$ cat src/rtl/serial_addsub.sv
// serial_addsub -- bit-serial WIDTH-bit adder/subtractor built around a single
// adder_xor full-adder cell, processing operands LSB first over WIDTH cycles.
//
// Ports:
//   clk_in        clock, all state updates on the rising edge
//   rst_in        synchronous active-high reset (priority over start_in)
//   start_in      operation request, sampled only while idle
//   a_in, b_in    operands, captured on an accepted start
//   sub_in        0 = A+B, 1 = A-B (two's complement), captured on start
//   busy_out      high while an operation is shifting or signalling done
//   done_out      one-cycle pulse; result outputs valid from this cycle
//   result_out    sum/difference modulo 2^WIDTH, held until the next done
//   carry_out     carry out of the MSB (subtract: 1 = no borrow)
//   overflow_out  signed overflow (carry into MSB XOR carry out of MSB)

module adder_xor (
  input  logic a_in,
  input  logic b_in,
  input  logic c_in,
  input  logic control_in,
  output logic sum_out,
  output logic carry_out
);
  logic bx;

  // control_in inverts B so that, with c_in=1 on bit 0, the cell subtracts.
  assign bx        = b_in ^ control_in;
  assign sum_out   = a_in ^ bx ^ c_in;
  assign carry_out = (a_in & bx) | (a_in & c_in) | (bx & c_in);
endmodule

module serial_addsub #(
  parameter int WIDTH = 8
) (
  input  logic             clk_in,
  input  logic             rst_in,
  input  logic             start_in,
  input  logic [WIDTH-1:0] a_in,
  input  logic [WIDTH-1:0] b_in,
  input  logic             sub_in,
  output logic             busy_out,
  output logic             done_out,
  output logic [WIDTH-1:0] result_out,
  output logic             carry_out,
  output logic             overflow_out
);
  localparam int CNT_W = (WIDTH > 1) ? $clog2(WIDTH) : 1;
  localparam logic [CNT_W-1:0] LAST_BIT = CNT_W'(WIDTH - 1);

  typedef enum logic [1:0] {
    S_IDLE  = 2'd0,
    S_SHIFT = 2'd1,
    S_DONE  = 2'd2
  } state_t;

  state_t           state_q, state_d;
  logic [CNT_W-1:0] cnt_q, cnt_d;
  logic [WIDTH-1:0] a_sh_q, a_sh_d;
  logic [WIDTH-1:0] b_sh_q, b_sh_d;
  logic [WIDTH-1:0] res_sh_q, res_sh_d;
  logic             carry_q, carry_d;
  logic             sub_q, sub_d;
  logic [WIDTH-1:0] result_q, result_d;
  logic             cout_q, cout_d;
  logic             ovf_q, ovf_d;

  logic             cell_sum;
  logic             cell_carry;

  adder_xor u_cell (
    .a_in       (a_sh_q[0]),
    .b_in       (b_sh_q[0]),
    .c_in       (carry_q),
    .control_in (sub_q),
    .sum_out    (cell_sum),
    .carry_out  (cell_carry)
  );

  always_comb begin
    state_d  = state_q;
    cnt_d    = cnt_q;
    a_sh_d   = a_sh_q;
    b_sh_d   = b_sh_q;
    res_sh_d = res_sh_q;
    carry_d  = carry_q;
    sub_d    = sub_q;
    result_d = result_q;
    cout_d   = cout_q;
    ovf_d    = ovf_q;

    unique case (state_q)
      S_IDLE: begin
        if (start_in) begin
          a_sh_d  = a_in;
          b_sh_d  = b_in;
          sub_d   = sub_in;
          // Seeding the carry with sub_in supplies the +1 of ~B+1.
          carry_d = sub_in;
          cnt_d   = '0;
          state_d = S_SHIFT;
        end
      end
      S_SHIFT: begin
        res_sh_d = {cell_sum, res_sh_q[WIDTH-1:1]};
        a_sh_d   = a_sh_q >> 1;
        b_sh_d   = b_sh_q >> 1;
        carry_d  = cell_carry;
        if (cnt_q == LAST_BIT) begin
          // On the MSB, carry_q still holds the carry into the MSB.
          result_d = {cell_sum, res_sh_q[WIDTH-1:1]};
          cout_d   = cell_carry;
          ovf_d    = cell_carry ^ carry_q;
          state_d  = S_DONE;
        end else begin
          cnt_d = cnt_q + 1'b1;
        end
      end
      S_DONE: begin
        state_d = S_IDLE;
      end
      default: begin
        state_d = S_IDLE;
      end
    endcase
  end

  always_ff @(posedge clk_in) begin
    if (rst_in) begin
      state_q  <= S_IDLE;
      cnt_q    <= '0;
      a_sh_q   <= '0;
      b_sh_q   <= '0;
      res_sh_q <= '0;
      carry_q  <= 1'b0;
      sub_q    <= 1'b0;
      result_q <= '0;
      cout_q   <= 1'b0;
      ovf_q    <= 1'b0;
    end else begin
      state_q  <= state_d;
      cnt_q    <= cnt_d;
      a_sh_q   <= a_sh_d;
      b_sh_q   <= b_sh_d;
      res_sh_q <= res_sh_d;
      carry_q  <= carry_d;
      sub_q    <= sub_d;
      result_q <= result_d;
      cout_q   <= cout_d;
      ovf_q    <= ovf_d;
    end
  end

  // Status flags are decoded straight from the state register.
  assign busy_out     = (state_q == S_SHIFT) || (state_q == S_DONE);
  assign done_out     = (state_q == S_DONE);
  assign result_out   = result_q;
  assign carry_out    = cout_q;
  assign overflow_out = ovf_q;
endmodule

$ cat config.mk
export PLATFORM = sky130hd
export DESIGN_NAME = serial_addsub
export DESIGN_NICKNAME = d
export VERILOG_FILES = /design/src/rtl/serial_addsub.sv
export SDC_FILE = /design/constraint.sdc
export NUM_CORES = 1
export LEC_CHECK = 0
export ABC_AREA = 0
export BUFFER_PORTS_ARGS = -buffer_cell sky130_fd_sc_hd__buf_2
export CAP_MARGIN = 10
export CORE_MARGIN = 2
export CORE_UTILIZATION = 39
export DETAILED_ROUTE_END_ITERATION = 8
export PLACE_DENSITY_LB_ADDON = 0.08
export SETUP_SLACK_MARGIN = 0.2
export SLEW_MARGIN = 15
export SYNTH_ARGS = -nofsm -noshare
export SYNTH_HDL_FRONTEND = slang
export SYNTH_SLANG_ARGS = --single-unit
$ cat constraint.sdc
create_clock -name clk_in -period 1.8 [get_ports clk_in]
set_clock_uncertainty 0.15 [all_clocks]
set_input_delay 0.36 -clock clk_in [delete_from_list [all_inputs] [get_ports clk_in]]
set_output_delay 0.36 -clock clk_in [all_outputs]
set_load 0.02 [all_outputs]
==> results.sh, run 1 <==
export IMPL_drtAntennaViolNets=0
export IMPL_finalHoldViolCount=0
export IMPL_synthCells=181
export IMPL_crit_type="reg -> reg"
export IMPL_dieArea_um2=4910
export IMPL_die_w_um=70.1
export IMPL_first_global_vias=1261
export IMPL_nets=250
export IMPL_crit_required_ps=1850
export IMPL_final_setup_viol_count=0
export IMPL_grt_max_degree=29
export IMPL_worstPathArrival_ps=1660
export IMPL_drive_gt1_share_pct=38.4
export IMPL_yosysTopAreaCell="dfxtp_1"
export IMPL_die_h_um=70.1
export IMPL_clk_insertion_delay_late_ps=290
export IMPL_drt_pass1_iter_count=3
export IMPL_instances_no_fill=276
export IMPL_rsz0062_at_grt="yes"
export IMPL_period_minus_slack_ps=1610
export IMPL_yosys_area_top_type_share_pct=47.0
export IMPL_gp_congestion=0.790
export IMPL_crit_path_start_kind="register"
export IMPL_min_period_over_period_pct=89.2
export IMPL_antenna_found_initial=0
export IMPL_finalWirelength_um=3830
export IMPL_grt_use_total_pct=14.5
export IMPL_cp_max_fo=7
export IMPL_leakage_nw=0.937
export IMPL_ys_types=27
export IMPL_synth_mux_area_share_pct=13.3
export IMPL_dr_first_iter_drc_count=46
export IMPL_vdd_drop_max_uv=392
export IMPL_pwr_density_cell_nw_per_um2=1100
export IMPL_routedWlPerCell_um=13.9
export IMPL_root_buffer="clkbuf_8"
export IMPL_cts_sinks=40
export IMPL_synth_area_um2=1700
export IMPL_row_count=24
export IMPL_max_slew_margin_pct=79.1
export IMPL_synth_top_family_by_area="compound AO/OA/AOI/OAI gates"
export IMPL_drc_errors=0
export IMPL_synth_nets=208
export IMPL_max_cap_viol_count=0
export IMPL_crit_path_end_kind="register"
export IMPL_yosys_top_cells_area="dfxtp_1 (47%), mux2i_1 (12%), a211oi_1 (7.5%)"
export IMPL_hold_path_class="in -> reg"
export IMPL_synth_compound_area_share_pct=14.4
export IMPL_syn_to_final_growth_pct=37.0
export IMPL_yosys_area_share_simple_pct=13.9
export IMPL_synth_ff_type="dfxtp_1"
export IMPL_synth_edff_count=0
export IMPL_grt_pass1_wl_um=5660
export IMPL_dp_hpwl_um=2380
export IMPL_yosys_area_share_xor_xnor_pct=1.03
export IMPL_io_pins=32
export IMPL_viasPerCell=5.05
export IMPL_dp_cells=259
export IMPL_synth_most_common_cell="dfxtp_1"
export IMPL_final_seq_area_um2=806
export IMPL_hold_buffers=0
export IMPL_cts_reportedPaths_clkPinSlew_ps=80
export IMPL_ys_seq_area_share_pct=47.0
export IMPL_worst_slew_pin_slew_ps=313
export IMPL_io_buffers=31
export IMPL_cts_htree_levels=2
export IMPL_tns_ps=0
export IMPL_vias=1395
export IMPL_yosys_register_bits=40
export IMPL_num_antenna_cells=0
export IMPL_cts_tree="yes"
export IMPL_start_util_pct=39.7
export IMPL_clock_path_buffers=2
export IMPL_outcome="finished clean"
export IMPL_fillers=381
export IMPL_holdWs_ps=181
export IMPL_synthTopCellsByCount="dfxtp_1 (40), nor2_1 (25), mux2i_1 (20), nand2_1 (20), a211oi_1 (17)"
export IMPL_cts_made_buffers=5
export IMPL_synthArstFlopShare_pct=0
export IMPL_syn_area_per_cell_um2=9.42
export IMPL_coreArea_um2=4290
export IMPL_synth_warnings=0
export IMPL_final_max_slew_violation_count=0
export IMPL_multi_input_area_um2=946
export IMPL_clock_fmax_mhz=623
export IMPL_fin_util_pct=54.4
export IMPL_gr_total_overflow=0
export IMPL_synth_fa_ha_area_share_pct=5.58
## metrics by stage
step	power, mW	area (um2)	worst slack, ps
finish	2.56	2330	194
global route	2.68	2330	165
CTS	2.42	2130	211
detailed placement	1.39	1910	60.2
global placement	1.37	1910	159
floorplan	1.31	1710	207
## kinds of logic (layout without fill, tap and decap cells)
group           after synthesis  in the layout
xor+xnor                      2              2
fa+ha+maj                     7              7
simple gates                 57             57
flops                        40             40
buf+inv                      15             58
mux                          22             22
compound gates               38             38
## critical path, cell delays in order, from the launching register on
cell and delay, ps:
dfxtp_4 360, buf_6 110, ha_4 160, mux2_4 340
clkbuf_16 180, a211oi_1 200
## where the power goes
part	internal, mW	total (mW)	switching [mW]
combinational	0.279	0.551	0.272
sequential	0.953	0.998	0.0457
clock	0.693	1.01	0.319
## final timing paths
check	from	endpoint	slack [ps]	depth (start not counted)
setup / recovery	state_q[0]	b_sh_q[2]	190	5
hold reg to reg	result_out[2]	result_out[2]	300	2
hold / removal	a_in[7]	a_sh_q[7]	180	3
setup reg to reg	state_q[0]	b_sh_q[2]	190	5
## final cells by class
class,instances,share of cell area [%]
Tap cell,52,2.79
Multi-Input combinational cell,126,40.5
Clock buffer,5,2.95
Clock inverter,3,3.86
Inverter,4,0.857
Sequential cell,40,34.5
Timing Repair Buffer,46,14.5
## registers in the layout, indices dropped and copies added, names as in the netlist
name and cells:
carry_out 1, a_sh_q 8, cnt_q 3, result_out 8, carry_q 1, sub_q 1, b_sh_q 8, state_q 2
res_sh_q 7, overflow_out 1
## what timing repair did
item,4_1_cts,5_1_grt
endpoints found under the hold margin,0,0
endpoints found under the setup margin,31,25
pin swaps,0,4
resized for setup,13,33
setup buffers,2,4
gates cloned,0,3
## layout by cell type (no fill, tap or decap), drive strengths merged
cell	count
dfxtp	40
a21o	1
o21ai	2
xnor2	2
nor3	2
mux2	2
inv	4
nand2b	2
nor2	25
nand3	4
a22o	2
buf	44
ha	6
mux2i	20
clkbuf	7
o211ai	1
fa	1
and2	1
or2	1
a21oi	15
nand2	20
a211oi	17
bufinv	3
nor2b	2
## per-layer routing
metal	GRT usage, %	wire, um	vias to the layer above
met3	4.18	165	7
met4	5.77	73	0
met1	18.2	1810	654
met5	0	0	-
li1	-	-	707
met2	23.3	1790	27
Note: power is estimated with default switching activity, not from simulation.
==> run 2: changes to the inputs <==
Settings changed: SETUP_SLACK_MARGIN 0.2 to 0.05.
==> run 2 against run 1 <==
Compared with the run above:
- total power down 17%
- design area down 11%
- count of clock-buffer cells in the layout unchanged
- sequential power down 0.9%
- register-to-register slack worse by 80 ps
- utilization down 6.2 points
- final cell count down 2.2%
- via count down 3.2%
- non-clock buffer count down 6
- die area unchanged
- worst setup slack worse by 78 ps
- critical endpoint is now busy_out
==> results.sh, run 2 (synthesized netlist as in run 1, its figures left out) <==
export IMPL_pwr_density_cell_nw_per_um2=1030
export IMPL_syn_to_final_growth_pct=21.4
export IMPL_cts_tree="yes"
export IMPL_rrSetupSlack_ps=120
export IMPL_dieArea_um2=4910
export IMPL_rsz0062_at_grt="no"
export IMPL_cpLargestDelayFamily="flip-flops"
export IMPL_vdd_drop_max_uv=570
export IMPL_leakage_nw=0.845
export IMPL_dr_first_iter_drc_count=58
export IMPL_drtAntennaViolNets=0
export IMPL_drc_errors=0
export IMPL_cp_num_buf_inv=2
export IMPL_period_minus_slack_ps=1680
export IMPL_min_period_over_period_pct=93.6
export IMPL_grt_max_degree=31
export IMPL_gr_total_overflow=0
export IMPL_place_area_um2=1910
export IMPL_max_cap_viol_count=0
export IMPL_cts_sinks=40
export IMPL_viasPerCell=5.00
export IMPL_crit_required_ps=1290
export IMPL_dp_worst_setup_slack_ps=41.7
export IMPL_max_stage_delay_ps=340
export IMPL_max_slew_margin_pct=78.2
export IMPL_drive_gt1_share_pct=26.1
export IMPL_cts_reportedPaths_clkPinSlew_ps=80
export IMPL_stdcell_area_um2=2070
export IMPL_outcome="finished clean"
export IMPL_worstPathArrival_ps=1170
export IMPL_cp_max_fo=4
export IMPL_tns_ps=0
export IMPL_nets=244
export IMPL_final_max_slew_violation_count=0
export IMPL_clock_fmax_mhz=594
export IMPL_root_buffer="clkbuf_8"
export IMPL_row_count=24
export IMPL_final_setup_viol_count=0
export IMPL_first_global_vias=1406
export IMPL_antenna_found_initial=0
export IMPL_cts_htree_levels=2
export IMPL_crit_path_start_kind="register"
export IMPL_gp_congestion=0.729
export IMPL_crit_type="reg -> out"
export IMPL_hold_buffers=0
export IMPL_hold_path_class="in -> reg"
export IMPL_layout_common_cells="dfxtp_1 (38), buf_2 (31), nor2_1 (25)"
export IMPL_start_util_pct=39.7
export IMPL_clk_insertion_delay_late_ps=290
export IMPL_fin_util_pct=48.2
export IMPL_cts_made_buffers=5
export IMPL_coreArea_um2=4290
export IMPL_grt_use_total_pct=15.3
export IMPL_dp_cells=260
export IMPL_postLayoutSetupSlackWorst_ps=116
export IMPL_instances_no_fill=270
export IMPL_die_w_um=70.1
export IMPL_vias=1351
export IMPL_holdWs_ps=180
export IMPL_path_cells="inv_1, ha_1, buf_2"
export IMPL_critPathSlowestCell="dfxtp_2"
export IMPL_crit_path_end_kind="output pin"
export IMPL_finalWirelength_um=3390
export IMPL_io_buffers=31
export IMPL_finalHoldViolCount=0
export IMPL_final_common_cell="dfxtp_1"
export IMPL_grt_pass1_wl_um=6080
export IMPL_worst_slew_pin_slew_ps=326
export IMPL_dp_hpwl_um=2420
export IMPL_totalPowerFinal_mw=2.13
export IMPL_io_pins=32
export IMPL_drt_pass1_iter_count=4
export IMPL_clock_path_buffers=2
export IMPL_routedWlPerCell_um=12.6
export IMPL_die_h_um=70.1
export IMPL_num_antenna_cells=0
## run 2: cell types whose count changed in the layout (fill, tap and decap cells not counted), moves of 2 or more
cell | previous run | this run
ha_4 | 2 | 0
a211oi_1 | 9 | 16
bufinv_16 | 3 | 1
ha_1 | 3 | 5
inv_4 | 2 | 0
a211oi_2 | 8 | 1
inv_1 | 2 | 4
clkbuf_16 | 2 | 0
buf_6 | 5 | 0
buf_2 | 29 | 31
nor2_2 | 7 | 0
nor2_1 | 17 | 25
## run 2: area by class of cell
type	instances	area, um2
clock buffers	5	68.8
clock inverters	3	42.5
fillers	444	2230
inverters	4	15.0
multi-input cells	126	838
flip-flops and latches	40	803
well taps	52	65.1
repair buffers	40	235
## run 2: report_power, final
group	total (mW)	internal, mW	leakage (nW)	switching [mW]
Combinational	0.410	0.193	0.463	0.217
Sequential	0.989	0.952	0.328	0.0368
Clock	0.728	0.410	0.0541	0.318
Total	2.13	1.56	0.845	0.572
## run 2: worst paths after layout
kind / start / to / depth (start not counted)
hold reg to reg: overflow_out / overflow_out / 2
setup reg to reg: state_q[0] / carry_q / 6
hold / removal: sub_in / sub_q / 3
setup / recovery: state_q[0] / busy_out / 3
## run 2: repair_timing
item | CTS | global route
pin swaps | 0 | 0
resized for setup | 2 | 8
buffers inserted | 0 | 2
endpoints found under the setup margin | 5 | 16
## run 2: worst register-to-register path: stages (launching register included)
cell	delay (ps)
dfxtp_2	330
inv_1	110
ha_1	220
mux2_4	350
buf_4	150
or2_0	190
a21oi_1	110
## run 2: routing by layer
layer / part of all wire (%) / vias up / global-route usage (%)
li1: - / 701 / -
met1: 48 / 619 / 18.2
met2: 46 / 26 / 26.2
met3: 4.2 / 5 / 3.32
met4: 1.7 / 0 / 6.84
met5: 0 / - / 0
==> run 3: changes to the inputs <==
Clock period 1.8 ns to 2.17 ns, I/O delays scaled along.
==> run 3 against run 2 <==
Compared with the run above:
- utilization fell by 1.6 points
- routed wire length fell by 4.3%
- design area is 3.4% lower
- flip-flop and latch count unchanged
- worst setup slack improved by 170 ps
- sequential share of layout area increased by 1.2 points
- highest routed layer unchanged
==> results.sh, run 3 (synthesized netlist as in run 1, its figures left out) <==
export IMPL_outcome="finished clean"
export IMPL_nets=239
export IMPL_max_cap_viol_count=0
export IMPL_tns_ps=0
export IMPL_final_setup_viol_count=0
export IMPL_dp_hpwl_um=2250
export IMPL_cts_post_setup_buffers_inserted=0
export IMPL_holdWs_ps=261
export IMPL_coreArea_um2=4290
export IMPL_viasPerCell=4.92
export IMPL_cts_reportedPaths_clkPinSlew_ps=80
export IMPL_max_slew_margin_pct=71.7
export IMPL_final_max_slew_violation_count=0
export IMPL_dr_first_iter_drc_count=84
export IMPL_routedWlPerCell_um=12.2
export IMPL_row_count=24
export IMPL_grt_use_total_pct=14.4
export IMPL_vdd_drop_max_uv=299
export IMPL_gr_total_overflow=0
export IMPL_totalPowerFinal_mw=1.72
export IMPL_drive_gt1_share_pct=21.1
export IMPL_crit_required_ps=2260
export IMPL_gp_congestion=0.769
export IMPL_hold_path_class="in -> reg"
export IMPL_num_antenna_cells=0
export IMPL_drt_pass1_iter_count=4
export IMPL_syn_to_final_growth_pct=17.3
export IMPL_clock_fmax_mhz=530
export IMPL_crit_type="reg -> reg"
export IMPL_hold_buffers=0
export IMPL_drc_errors=0
export IMPL_finalWirelength_um=3240
export IMPL_start_util_pct=39.7
export IMPL_dieArea_um2=4910
export IMPL_leakage_nw=0.813
export IMPL_die_w_um=70.1
export IMPL_pwr_density_cell_nw_per_um2=860
export IMPL_antenna_found_initial=0
export IMPL_layout_common_cells="dfxtp_1 (40), buf_2 (31), nor2_1 (25)"
export IMPL_io_buffers=31
export IMPL_cp_max_fo=31
export IMPL_dr_max_layer_used="met4"
export IMPL_reg2reg_depth=5
export IMPL_worst_slew_pin_slew_ps=425
export IMPL_ctsResizeCount=0
export IMPL_rrSetupSlack_ps=280
export IMPL_final_common_cell="dfxtp_1"
export IMPL_dp_cells=257
export IMPL_wl_met3_um=132
export IMPL_clock_path_buffers=2
export IMPL_r2r_end="cnt_q[0]"
export IMPL_grt_max_degree=32
export IMPL_vias=1303
export IMPL_crit_start="state_q[0]"
export IMPL_period_minus_slack_ps=1890
export IMPL_io_pins=32
export IMPL_cts_htree_levels=2
export IMPL_wl_met1_um=1630
export IMPL_drtAntennaViolNets=0
export IMPL_endpoint="cnt_q[0]"
export IMPL_cts_sinks=40
export IMPL_finalHoldViolCount=0
export IMPL_root_buffer="clkbuf_8"
export IMPL_r2r_start="state_q[0]"
export IMPL_crit_path_start_kind="register"
export IMPL_clk_insertion_delay_late_ps=290
export IMPL_fillers=423
export IMPL_crit_path_end_kind="register"
export IMPL_worstPathArrival_ps=1970
export IMPL_route_met2_wl_um=1430
export IMPL_cts_tree="yes"
export IMPL_instances_no_fill=265
export IMPL_min_period_over_period_pct=86.9
export IMPL_rsz0062_at_grt="no"
export IMPL_cts_made_buffers=5
export IMPL_grt_pass1_wl_um=5650
export IMPL_first_global_vias=1213
export IMPL_die_h_um=70.1
[run 3: final cells by class]
| cell class | instances | area, um2 | area share [%] |
|---|---|---|---|
| multi-input cells | 126 | 821 | 41.1 |
| flip-flops and latches | 40 | 801 | 40.1 |
| repair buffers | 35 | 185 | 9.27 |
| clock buffers | 5 | 68.8 | 3.44 |
| well taps | 52 | 65.1 | 3.26 |
| clock inverters | 3 | 42.5 | 2.13 |
| inverters | 4 | 15.0 | 0.751 |
[run 3: power breakdown]
part           total, mW  switching (mW)  internal, mW
clock network      0.600           0.260         0.340
registers          0.818          0.0292         0.789
logic              0.300           0.168         0.133
[run 3: worst max-delay path, stage by stage, from the launching register on]
cell and delay, ps:
dfxtp_1 320, inv_1 120, ha_1 300, mux2_4 460
a21oi_1 280, mux2_2 200
[run 3: metrics by stage]
stage | worst slack (ps) | utilization, % | cell area, um2
final | 284 | 46.5 | 2000
after global routing | 146 | 46.5 | 2000
after CTS | 301 | 46.5 | 2000
after detailed placement | 309 | 43.9 | 1890
after global placement | 385 | 43.9 | 1890
after floorplan | 546 | - | 1700
[run 3: worst min-delay path by stage]
stage	startpoint	to	slack (ps)	depth (start not counted)
3_3_place_gp	overflow_out	overflow_out	290	2
3_5_place_dp	result_out[3]	result_out[3]	290	2
5_1_grt	a_in[7]	a_sh_q[7]	280	3
6_report	b_in[7]	b_sh_q[7]	260	3
4_1_cts	b_in[7]	b_sh_q[7]	250	3
2_1_floorplan	res_sh_q[1]	result_out[0]	280	2
[run 3: per-layer routing]
layer  up-vias  GRT usage (%)
met4         0           5.34
met2        24           22.2
met3         6           4.62
li1        683              -
met1       590           18.8
met5         -              0
